==> config.mk <==
export PLATFORM = sky130hd
export DESIGN_NAME = mem_port_arbiter
export DESIGN_NICKNAME = d
export VERILOG_FILES = /design/src/rtl/riscv_arb_pkg.sv /design/src/rtl/arb_timeout_ctr.sv /design/src/rtl/mem_port_arbiter.sv
export SDC_FILE = /design/constraint.sdc
export NUM_CORES = 1
export LEC_CHECK = 0
export ABC_AREA = 1
export BUFFER_PORTS_ARGS = -buffer_cell sky130_fd_sc_hd__buf_2
export CORE_ASPECT_RATIO = 1.75
export CORE_MARGIN = 2
export CORE_UTILIZATION = 50
export DETAILED_ROUTE_END_ITERATION = 7
export GPL_ROUTABILITY_DRIVEN = 0
export PLACE_DENSITY = 0.92
export SLEW_MARGIN = 20
export SYNTH_ARGS = -nofsm -noshare
export SYNTH_HDL_FRONTEND = slang
export SYNTH_SLANG_ARGS = --single-unit
==> constraint.sdc <==
create_clock -name clk -period 3.3 [get_ports clk]
set_input_delay 0.33 -clock clk [delete_from_list [all_inputs] [get_ports clk]]
set_output_delay 0.33 -clock clk [all_outputs]
set_load 0.02 [all_outputs]
==> src/rtl/riscv_arb_pkg.sv <==
// Shared types and defaults for the fetch/data memory port arbiter.
package riscv_arb_pkg;

  typedef enum logic [1:0] {IDLE, IF_BUSY, DM_BUSY} arb_state_t;

  localparam logic [31:0] NOP_INSTR          = 32'h0000_0013;
  localparam int          MAX_DM_STREAK_DEF  = 4;
  localparam int          TIMEOUT_CYCLES_DEF = 64;

endpackage

==> src/rtl/arb_timeout_ctr.sv <==
// Per-transaction watchdog: cleared while idle, counts busy cycles, flags LIMIT.
module arb_timeout_ctr #(
  parameter int LIMIT = 64
) (
  input  logic clk,
  input  logic rst_n,
  input  logic load,
  input  logic en,
  output logic expired
);

  localparam int W = (LIMIT > 1) ? $clog2(LIMIT) : 1;

  logic [W-1:0] cnt;

  // expired is raised during the LIMIT-th busy cycle so the arbiter can abort on that edge
  assign expired = (cnt == W'(LIMIT - 1));

  always_ff @(posedge clk or negedge rst_n) begin
    if (!rst_n)               cnt <= '0;
    else if (load)            cnt <= '0;
    else if (en && !expired)  cnt <= cnt + 1'b1;
  end

endmodule

==> src/rtl/mem_port_arbiter.sv <==
// Arbitrates one single-port memory between fetch and data, data-first with a fetch anti-starvation limit.
// Define ARB_TIMEOUT_EN to abort transactions that never see mem_ack (returns a NOP and pulses err).
module mem_port_arbiter
  import riscv_arb_pkg::*;
#(
  parameter int MAX_DM_STREAK  = MAX_DM_STREAK_DEF,
  parameter int TIMEOUT_CYCLES = TIMEOUT_CYCLES_DEF
) (
  input  logic        clk,
  input  logic        rst_n,
  input  logic        if_req,
  input  logic [31:0] if_addr,
  output logic [31:0] if_rdata,
  output logic        if_done,
  input  logic        dm_req,
  input  logic        dm_we,
  input  logic [3:0]  dm_be,
  input  logic [31:0] dm_addr,
  input  logic [31:0] dm_wdata,
  output logic [31:0] dm_rdata,
  output logic        dm_done,
  output logic        mem_req,
  output logic        mem_we,
  output logic [3:0]  mem_be,
  output logic [31:0] mem_addr,
  output logic [31:0] mem_wdata,
  input  logic        mem_ack,
  input  logic [31:0] mem_rdata,
  output logic        stall_fetch,
  output logic        stall_mem,
  output logic        err
);

  localparam int SW = $clog2(MAX_DM_STREAK + 1);

  arb_state_t    state, state_nx;
  logic [SW-1:0] streak;
  logic          grant_if, grant_dm, busy, tmo, finish, streak_max;

  assign busy        = (state != IDLE);
  assign streak_max  = (streak == SW'(MAX_DM_STREAK));
  assign finish      = busy & (mem_ack | tmo);
  assign stall_fetch = if_req & ~if_done;
  assign stall_mem   = dm_req & ~dm_done;

`ifdef ARB_TIMEOUT_EN
  logic expired;

  arb_timeout_ctr #(.LIMIT(TIMEOUT_CYCLES)) u_tmo (
    .clk     (clk),
    .rst_n   (rst_n),
    .load    (~busy),
    .en      (busy),
    .expired (expired)
  );

  assign tmo = busy & expired & ~mem_ack;
`else
  assign tmo = 1'b0;
`endif

  always_comb begin
    state_nx = state;
    grant_if = 1'b0;
    grant_dm = 1'b0;
    case (state)
      IDLE: begin
        // fetch only overtakes a pending data request once the streak has saturated
        if (dm_req && !(if_req && streak_max)) begin
          grant_dm = 1'b1;
          state_nx = DM_BUSY;
        end else if (if_req) begin
          grant_if = 1'b1;
          state_nx = IF_BUSY;
        end
      end
      IF_BUSY, DM_BUSY: if (mem_ack || tmo) state_nx = IDLE;
      default:          state_nx = IDLE;
    endcase
  end

  always_ff @(posedge clk or negedge rst_n) begin
    if (!rst_n) state <= IDLE;
    else        state <= state_nx;
  end

  always_ff @(posedge clk or negedge rst_n) begin
    if (!rst_n) begin
      mem_req   <= 1'b0;
      mem_we    <= 1'b0;
      mem_be    <= '0;
      mem_addr  <= '0;
      mem_wdata <= '0;
      if_done   <= 1'b0;
      dm_done   <= 1'b0;
      err       <= 1'b0;
      if_rdata  <= '0;
      dm_rdata  <= '0;
      streak    <= '0;
    end else begin
      if_done <= 1'b0;
      dm_done <= 1'b0;
      err     <= tmo;
      if (grant_dm) begin
        mem_req   <= 1'b1;
        mem_we    <= dm_we;
        mem_be    <= dm_be;
        mem_addr  <= dm_addr;
        mem_wdata <= dm_wdata;
        if (!if_req)         streak <= '0;
        else if (!streak_max) streak <= streak + 1'b1;
      end else if (grant_if) begin
        mem_req   <= 1'b1;
        mem_we    <= 1'b0;
        mem_be    <= 4'hF;
        mem_addr  <= if_addr;
        mem_wdata <= '0;
        streak    <= '0;
      end else if (finish) begin
        mem_req <= 1'b0;
        if (state == IF_BUSY) begin
          if_done  <= 1'b1;
          if_rdata <= mem_ack ? mem_rdata : NOP_INSTR;
        end else begin
          dm_done <= 1'b1;
          // stores leave the load data register untouched
          if (!mem_ack)     dm_rdata <= NOP_INSTR;
          else if (!mem_we) dm_rdata <= mem_rdata;
        end
      end
    end
  end

endmodule

Yosys cells after proc, flatten, opt, wreduce, memory -nomap -nowiden --
Cells that the tools add are included. Widths: inputs -> output; s select.
Cells by class: add/subtract/negate cells 1, mux-type cells 35, reductions and logical operators 12, bitwise gates (word level) 8, eq/ne operators 7
Operators with widths (number):
- $mux 32 | 7
- $mux 1 | 18
- $mux 3 | 4
- $mux 4 | 2
- $mux 2 | 3
- $ne 3x3->1 const B | 2
- $not 1->1 | 5
- $reduce_and 5->1 | 1
- $ne 2x2->1 const B | 2
- $pmux 2 s2 | 1
- $reduce_and 2->1 | 2
- $reduce_and 4->1 | 1
- $reduce_bool 2->1 | 2
- $add 3x1->3 const B | 1
- $and 1x1->1 | 3
- $eq 3x3->1 const B | 1
- $reduce_bool 3->1 | 1
- $eq 2x1->1 const B | 1
- $eq 2x2->1 const B | 1
- $logic_and 1x1->1 | 2
- $logic_not 2->1 | 1
- $reduce_or 2->1 | 1
- $logic_not 1->1 | 1
Word-level totals: output and inout bits 139, bits of input ports 138, register bits 141, word-level logic and storage cells 74

Longest topological paths before layout --
Gate-level depths: netlist of the first run.
depth after elaboration 8, mapped depth 10, gate-level depth less buffers 8

Worst setup path after synthesis of the first run --
No wires, ideal clock.
kind reg-to-reg, from register state[0], to register if_rdata[10], clock period less this slack 1414 ps, buffers on the path 2, data required time 3174 ps, stages on the path, launching flop included 9, arrival time 1288 ps, path slack 1886 ps, library setup time 126 ps, cells stage by stage dfrtp_1 > inv_1 > ha_1 > nor2_2 > nand2_1 > buf_6 > buf_2 > nand2_1 > o21ai_0
On the way: cells in the longest elaborated chain, start to end 4, elaborated cells between the ends (all ways) 9, those cells by class eq/ne (1); mux (2); bitwise (3); reduce/logical (3)
RTL lines:
- from (decl) | RTL line mem_port_arbiter.sv:36 | arb_state_t state, state_nx;
- from (signal assigned) | RTL line mem_port_arbiter.sv:84 | else state <= state_nx;
- $logic_not 2->1 | RTL line mem_port_arbiter.sv:66 | case (state)
- $mux 1 | RTL line mem_port_arbiter.sv:66
- $not 1->1 (no source line)
- $reduce_and 4->1 (no source line) (*)
- to (signal assigned) | RTL line mem_port_arbiter.sv:123 | if_rdata <= mem_ack ? mem_rdata : NOP_INSTR;
- to (decl) | RTL line mem_port_arbiter.sv:13 | output logic [31:0] if_rdata,
Every way passes the cells marked *; elsewhere a longest branch is shown, timed or not. A chain may end at the register's enable or synchronous reset.

Worst setup path after layout of the first run --
from register state[0], to register if_rdata[29]
Same word-level chain as after synthesis.

==> run_results.csv, run 1 <==
group,metric,value,unit
clock_network,post_cts_buffers,0,
layout,drive_gt1_share,30.3,%
global_route,antenna_found_initial,1,
floorplan,ios,277,
layout,layout.nets,1190,
worst_hold_path,hold_path_class,"in2reg",
yosys,synth_area,6290,um2
layout,final_cell_mix,"274 x buf_2, 270 x nand2_1, 171 x inv_1",
critical_path,critPathMaxFanout,65,
global_route,gr-usage-all-layers,23.8,%
drt,dr.pass1.iters,4,
drt,vias,5695,
yosys,ys_ff_latch,141,
clock_network,cts.path.max_buffers,2,
global_route,grt_max_degree,75,
drt,wl_per_cell,12.8,um
placed_design,hpwlAfterDp,11300,um
power_and_ir_drop,seqPwrFrac,36.5,%
power_and_ir_drop,swShare,43.2,%
layout,utilization,66.7,%
critical_path,crit_arrival,2.38,ns
global_route,grt_pass1_wl,25300,um
critical_path,path_class,"reg2reg",
clock_network,clock_latency,0.40,ns
sta,drv_slew,0,
power_and_ir_drop,p_int,4.56,mW
yosys,syn_nets,929,
floorplan,num_rows,54,
sta,max_slew.worst_pin.slew,0.985,ns
sta,tns,0,ns
drt,drc,0,
critical_path,required,3.58,ns
drt,vias_per_cell,4.63,
critical_path,critical_path.endpoint_type,"register",
floorplan,dieHeight,152,um
sta,slew_headroom,34.1,%
clock_network,cts.htree.levels,4,
placed_design,placed_area,7680,um2
sta,hold_viol,0,
job,drv_cap,0,
yosys,synthXorXnorAreaFrac,0,%
power_and_ir_drop,finalPower,8.02,mW
power_and_ir_drop,peakVddDrop,0.000433,V
yosys,synthAdderAreaFrac,0.796,%
placed_design,pre_cts_slack,1.28,ns
yosys,postSynthAreaPerCell,7.99,um2
sta,fmax,475,MHz
power_and_ir_drop,p_leak,5.17,nW
power_and_ir_drop,powerDensity,972,nW/um2
layout,fin_area,8250,um2
clock_network,numCtsBuffers,17,
layout,final_common_cell,"buf_2",
sta,skew,0.00832,ns
global_route,grt_pass1_vias,5455,
clock_network,path_clk_slew,0.06,ns
yosys,yosysSeqAreaShare,56.1,%
floorplan,start_util,50.9,%
yosys,ys_warn_count,0,
clock_network,root_buffer,"clkbuf_16",
sta,rsz0062_at_grt,"no",
sta,setup_viol,0,
yosys,synth_top_family_by_area,"simple AND/OR/NAND/NOR gates",
critical_path,cp-start-kind,"register",
layout,fillers,1016,
sta,finalCritPeriodShare,63.8,%
yosys,synth.mux.area_fraction,0,%
drt,ant_nets,0,
power_and_ir_drop,power_frac_comb,41.5,%
yosys,syn_inst,787,
yosys,post_synth_and_or_nand_nor_area_fraction,20.4,%
floorplan,die-area,13500,um2
placed_design,portBuffers,275,
global_route,grt_overflow,0,
layout,synthToLayoutAreaGrowth,31.1,%
sta,fin_crit,2.11,ns
clock_network,tritoncts,"yes",
power_and_ir_drop,p_clk_share,22.0,%
drt,drt_iter0_markers,209,
drt,wirelength,15800,um
sta,finalWorstSetupSlack,1.19,ns
floorplan,core_area,12400,um2
clock_network,cts.sinks,141,
run_status,outcome,"completed",
floorplan,die_w,88.8,um
power_and_ir_drop,p_switching,3.46,mW
yosys,ys_types,19,
yosys,synth-compound-area-share,8.17,%
-- routing by layer --
metal | vias up | wire length [um] | track usage (%)
li1 | 2842 | - | -
met1 | 2597 | 6180 | 28.2
met2 | 204 | 8150 | 39.6
met3 | 52 | 771 | 4.66
met4 | 0 | 699 | 13.0
met5 | - | 0 | 0
-- critical path, stage by stage (launching register included) --
cell and delay (ns):
dfrtp_1 0.37, inv_1 0.06, ha_1 0.25, nor2_2 0.19, nand2_2 0.58, o21ai_0 0.51
-- metrics by stage --
| step | std cells | hold slack [ns] |
|---|---|---|
| floorplan | 787 | 0.0344 |
| global placement | 1196 | 0.390 |
| detailed placement | 1196 | 0.404 |
| CTS | 1229 | 0.123 |
| global route | 1230 | 0.140 |
| finish | 1230 | 0.144 |
-- cells in the mapped netlist --
cell      count  area [um2]
nand3_2       2        20.0
conb_1        1        3.75
inv_1       171         642
nand2_1     271        1020
dfrtp_1     141        3530
o21ai_1       8        40.0
nor2_2        1        6.26
nor2_1       14        52.6
buf_6         8        90.1
clkbuf_2      3        15.0
buf_2        11        55.1
clkbuf_1      9        33.8
ha_1          4        50.1
nand2_2       2        12.5
nand3_1      35         175
buf_4         8        60.1
o22ai_1       3        18.8
inv_2         4        15.0
o21ai_0      91         455
-- area by class of cell --
type	instances	area [um2]	share of cell area, %
Sequential cell	141	3530	42.8
Multi-Input combinational cell	432	1850	22.5
Timing Repair Buffer	281	1440	17.5
Inverter	175	657	7.97
Clock buffer	19	443	5.37
Tap cell	168	210	2.55
Clock inverter	13	108	1.31
Antenna cell	1	2.50	0.0303
-- power groups by stage --
stage	clock [mW]	combinational, mW	sequential (mW)
finish	1.77	3.32	2.93
CTS	1.80	3.36	2.92
floorplan	0	1.28	3.85
detailed placement	0	3.35	2.93
global placement	0	3.24	2.92
global route	1.88	3.69	3.01
-- path summary, 6_finish.rpt --
check                      cells after the start                        to                      from  slack (ns)
min                                            3     mem_be[0]$_DFFE_PN0P_                  dm_be[0]        0.14
max                                            5  if_rdata[29]$_DFFE_PN0P_      state[0]$_DFFE_PN0P_        1.19
min reg2reg                                    2  mem_addr[10]$_DFFE_PN0P_  mem_addr[10]$_DFFE_PN0P_        0.47
max in group asynchronous                      3   mem_addr[8]$_DFFE_PN0P_                     rst_n        1.98
min in group asynchronous                      2  mem_addr[13]$_DFFE_PN0P_                     rst_n        0.50
max reg2reg                                    5  if_rdata[29]$_DFFE_PN0P_      state[0]$_DFFE_PN0P_        1.19
-- kinds of logic (layout without fill, tap and decap cells) --
| logic type | Yosys count | count (layout) |
|---|---|---|
| and+or+nand+nor | 325 | 325 |
| buffers and inverters | 214 | 488 |
| DFF | 141 | 141 |
| AOI/OAI and AO/OA | 102 | 102 |
| adders and majority gates | 4 | 4 |
| other | 1 | 2 |
-- sequential cells by signal, summed over array words and instances (netlist names) --
signal,count
mem_wdata,32
streak,3
mem_addr,32
if_rdata,32
mem_we,1
dm_rdata,32
mem_req,1
mem_be,4
dm_done,1
state,2
if_done,1
-- repair_timing --
| item | in CTS | in global routing |
|---|---|---|
| resized for setup | 0 | 0 |
| endpoints found under the hold margin | 73 | 0 |
| hold buffers | 1 | 0 |
No activity file was read; power rests on OpenSTA's default activity.
==> inputs of run 2 (changes only) <==
--- a/config.mk
+++ b/config.mk
@@ -9,10 +9,10 @@
 export BUFFER_PORTS_ARGS = -buffer_cell sky130_fd_sc_hd__buf_2
 export CORE_ASPECT_RATIO = 1.75
 export CORE_MARGIN = 2
-export CORE_UTILIZATION = 50
+export CORE_UTILIZATION = 48
 export DETAILED_ROUTE_END_ITERATION = 7
 export GPL_ROUTABILITY_DRIVEN = 0
-export PLACE_DENSITY = 0.92
+export PLACE_DENSITY = 0.89
 export SLEW_MARGIN = 20
 export SYNTH_ARGS = -nofsm -noshare
 export SYNTH_HDL_FRONTEND = slang
==> constraint.sdc (replaced) <==
create_clock -name clk -period 2.09 [get_ports clk]
set_input_delay 0.209 -clock clk [delete_from_list [all_inputs] [get_ports clk]]
set_output_delay 0.209 -clock clk [all_outputs]
set_load 0.02 [all_outputs]
==> run 2 against run 1 <==
Net effect: non-clock buffer count up 10; maximum frequency up 24%; critical endpoint is now if_rdata[30]$_DFFE_PN0P_; critical path type unchanged; power up 62%.
==> run_results.csv, run 2 (synthesis gave the netlist of run 1 again) <==
group,metric,value,unit
run_status,outcome,"completed",
placed_design,hpwlAfterDp,12000,um
clock_network,post_cts_buffers,0,
sta,skew,0.0112,ns
critical_path,reg2reg_from,"state[1]$_DFFE_PN0P_",
worst_hold_path,min_path_cells,3,
global_route,grt_pass1_vias,5592,
layout,fin_area,8400,um2
drt,ant_nets,0,
worst_hold_path,hold_start,"dm_be[2]",
global_route,grt_pass1_wl,26600,um
critical_path,crit_family,"buffers and inverters",
critical_path,reg2reg_slack,0.39,ns
floorplan,die_w,90.5,um
layout,layout.nets,1200,
global_route,grt_max_degree,66,
clock_network,root_buffer,"clkbuf_16",
floorplan,start_util,48.9,%
critical_path,critical_path.endpoint_type,"register",
clock_network,clock_latency,0.41,ns
layout,antenna_cells,0,
sta,drv_slew,0,
critical_path,timing.rr.end,"if_rdata[30]$_DFFE_PN0P_",
critical_path,reg2reg_depth,6,
global_route,grt_overflow,0,
clock_network,path_clk_slew,0.06,ns
drt,drc,0,
power_and_ir_drop,peakVddDrop,0.000756,V
power_and_ir_drop,swShare,42.2,%
drt,drt_iter0_markers,226,
power_and_ir_drop,p_clk_share,23.3,%
sta,max_slew.worst_pin.slew,0.561,ns
floorplan,core_area,12900,um2
layout,utilization,65.3,%
floorplan,ios,277,
sta,hold_viol,0,
sta,finalCritPeriodShare,81.5,%
clock_network,cts.sinks,141,
floorplan,dieHeight,155,um
sta,tns,0,ns
critical_path,slowest_stage,"buf_4",
job,drv_cap,0,
worst_hold_path,worstHoldEndpoint,"mem_be[2]$_DFFE_PN0P_",
drt,wirelength,16400,um
critical_path,path_class,"reg2reg",
critical_path,required,2.34,ns
layout,synthToLayoutAreaGrowth,33.5,%
sta,fin_crit,1.70,ns
drt,vias_per_cell,4.61,
critical_path,critPathBufInv,2,
power_and_ir_drop,p_leak,5.26,nW
power_and_ir_drop,seqPwrFrac,35.5,%
critical_path,crit_arrival,1.95,ns
power_and_ir_drop,powerDensity,1550,nW/um2
sta,slew_headroom,62.6,%
clock_network,numCtsBuffers,17,
drt,vias,5731,
placed_design,placed_area,7780,um2
sta,fmax,587,MHz
sta,setup_viol,0,
power_and_ir_drop,p_int,7.52,mW
power_and_ir_drop,power_frac_comb,41.2,%
clock_network,tritoncts,"yes",
critical_path,cp_cell_sequence,"inv_1, ha_1, nor2_2, nand2_2, buf_4, o21ai_0",
placed_design,numPlacedInstances,1208,
floorplan,num_rows,55,
placed_design,portBuffers,275,
critical_path,crit_path_max_incr_delay,0.46,ns
floorplan,die-area,14100,um2
power_and_ir_drop,p_switching,5.50,mW
layout,final_cell_mix,"274 x buf_2, 270 x nand2_1, 171 x inv_1",
layout,final_common_cell,"buf_2",
critical_path,critPathMaxFanout,65,
clock_network,cts.htree.levels,4,
layout,finalNonFillerCells,1242,
worst_hold_path,hold_path_class,"in2reg",
critical_path,cp-start-kind,"register",
clock_network,cts.path.max_buffers,2,
global_route,antenna_found_initial,1,
layout,drive_gt1_share,30.8,%
global_route,gr-usage-all-layers,23.6,%
drt,dr.pass1.iters,4,
sta,rsz0062_at_grt,"no",
drt,wl_per_cell,13.2,um
run 2: cell types whose count changed in the layout (fill, tap and decap cells not counted), sizes merged:
cell         before  now
buf             280  289
clkinvlp          7    2
bufinv            0    2
clkinv            0    2
diode             1    0
dlygate4sd3       1    2
inv             181  182
run 2: worst max-delay path by stage:
| stage | startpoint | to | slack [ns] | cells after the start |
|---|---|---|---|---|
| floorplan | state[0]$_DFFE_PN0P_ | if_rdata[10]$_DFFE_PN0P_ | 0.68 | 8 |
| CTS | state[1]$_DFFE_PN0P_ | if_rdata[30]$_DFFE_PN0P_ | 0.37 | 6 |
| finish | state[1]$_DFFE_PN0P_ | if_rdata[30]$_DFFE_PN0P_ | 0.39 | 6 |
| global route | state[1]$_DFFE_PN0P_ | if_rdata[30]$_DFFE_PN0P_ | 0.20 | 6 |
| detailed placement | state[1]$_DFFE_PN0P_ | if_rdata[25]$_DFFE_PN0P_ | 0.39 | 6 |
| global placement | state[1]$_DFFE_PN0P_ | mem_addr[0]$_DFFE_PN0P_ | 0.49 | 9 |
run 2: worst reg2reg max path, delay by kind of cell, from the launching register on:
| kind | cells | cell delay, ns |
|---|---|---|
| simple gates | 2 | 0.15 |
| compound gates | 1 | 0.21 |
| buf+inv | 2 | 0.54 |
| fa+ha+maj | 1 | 0.26 |
| flops | 1 | 0.39 |
run 2: what timing repair did:
action / 4_1_cts / 5_1_grt
hold endpoints to repair: 32 / 0
gates resized for setup: 0 / 0
hold buffers: 2 / 0
run 2: stage by stage:
step | total power, mW | hold WS, ns | setup slack, ns
finish | 13.0 | 0.0203 | 0.387
global route | 13.9 | 0.0195 | 0.196
CTS | 13.1 | 0.00435 | 0.370
detailed placement | 10.1 | 0.111 | 0.390
global placement | 9.85 | 0.111 | 0.486
floorplan | 8.10 | -0.0866 | 0.676
run 2: cell type report:
type | count | area [um2]
Fill cell | 1089 | 4470
Sequential cell | 141 | 3530
Multi-Input combinational cell | 432 | 1850
Timing Repair Buffer | 291 | 1550
Inverter | 175 | 657
Clock buffer | 19 | 443
Tap cell | 171 | 214
Clock inverter | 13 | 155
run 2: power groups by stage:
| stage | clock [mW] | combinational [mW] | sequential (mW) |
|---|---|---|---|
| floorplan | 0 | 2.02 | 6.08 |
| finish | 3.03 | 5.37 | 4.62 |
| global route | 3.23 | 5.90 | 4.76 |
| global placement | 0 | 5.24 | 4.61 |
| CTS | 3.09 | 5.43 | 4.62 |
| detailed placement | 0 | 5.42 | 4.64 |
run 2: layer usage:
metal,routed length (um),track usage (%),up-vias
li1,-,-,2860
met1,6380,27.5,2607
met2,8590,41.1,217
met3,788,5.04,45
met4,574,11.6,2
met5,13,0,-
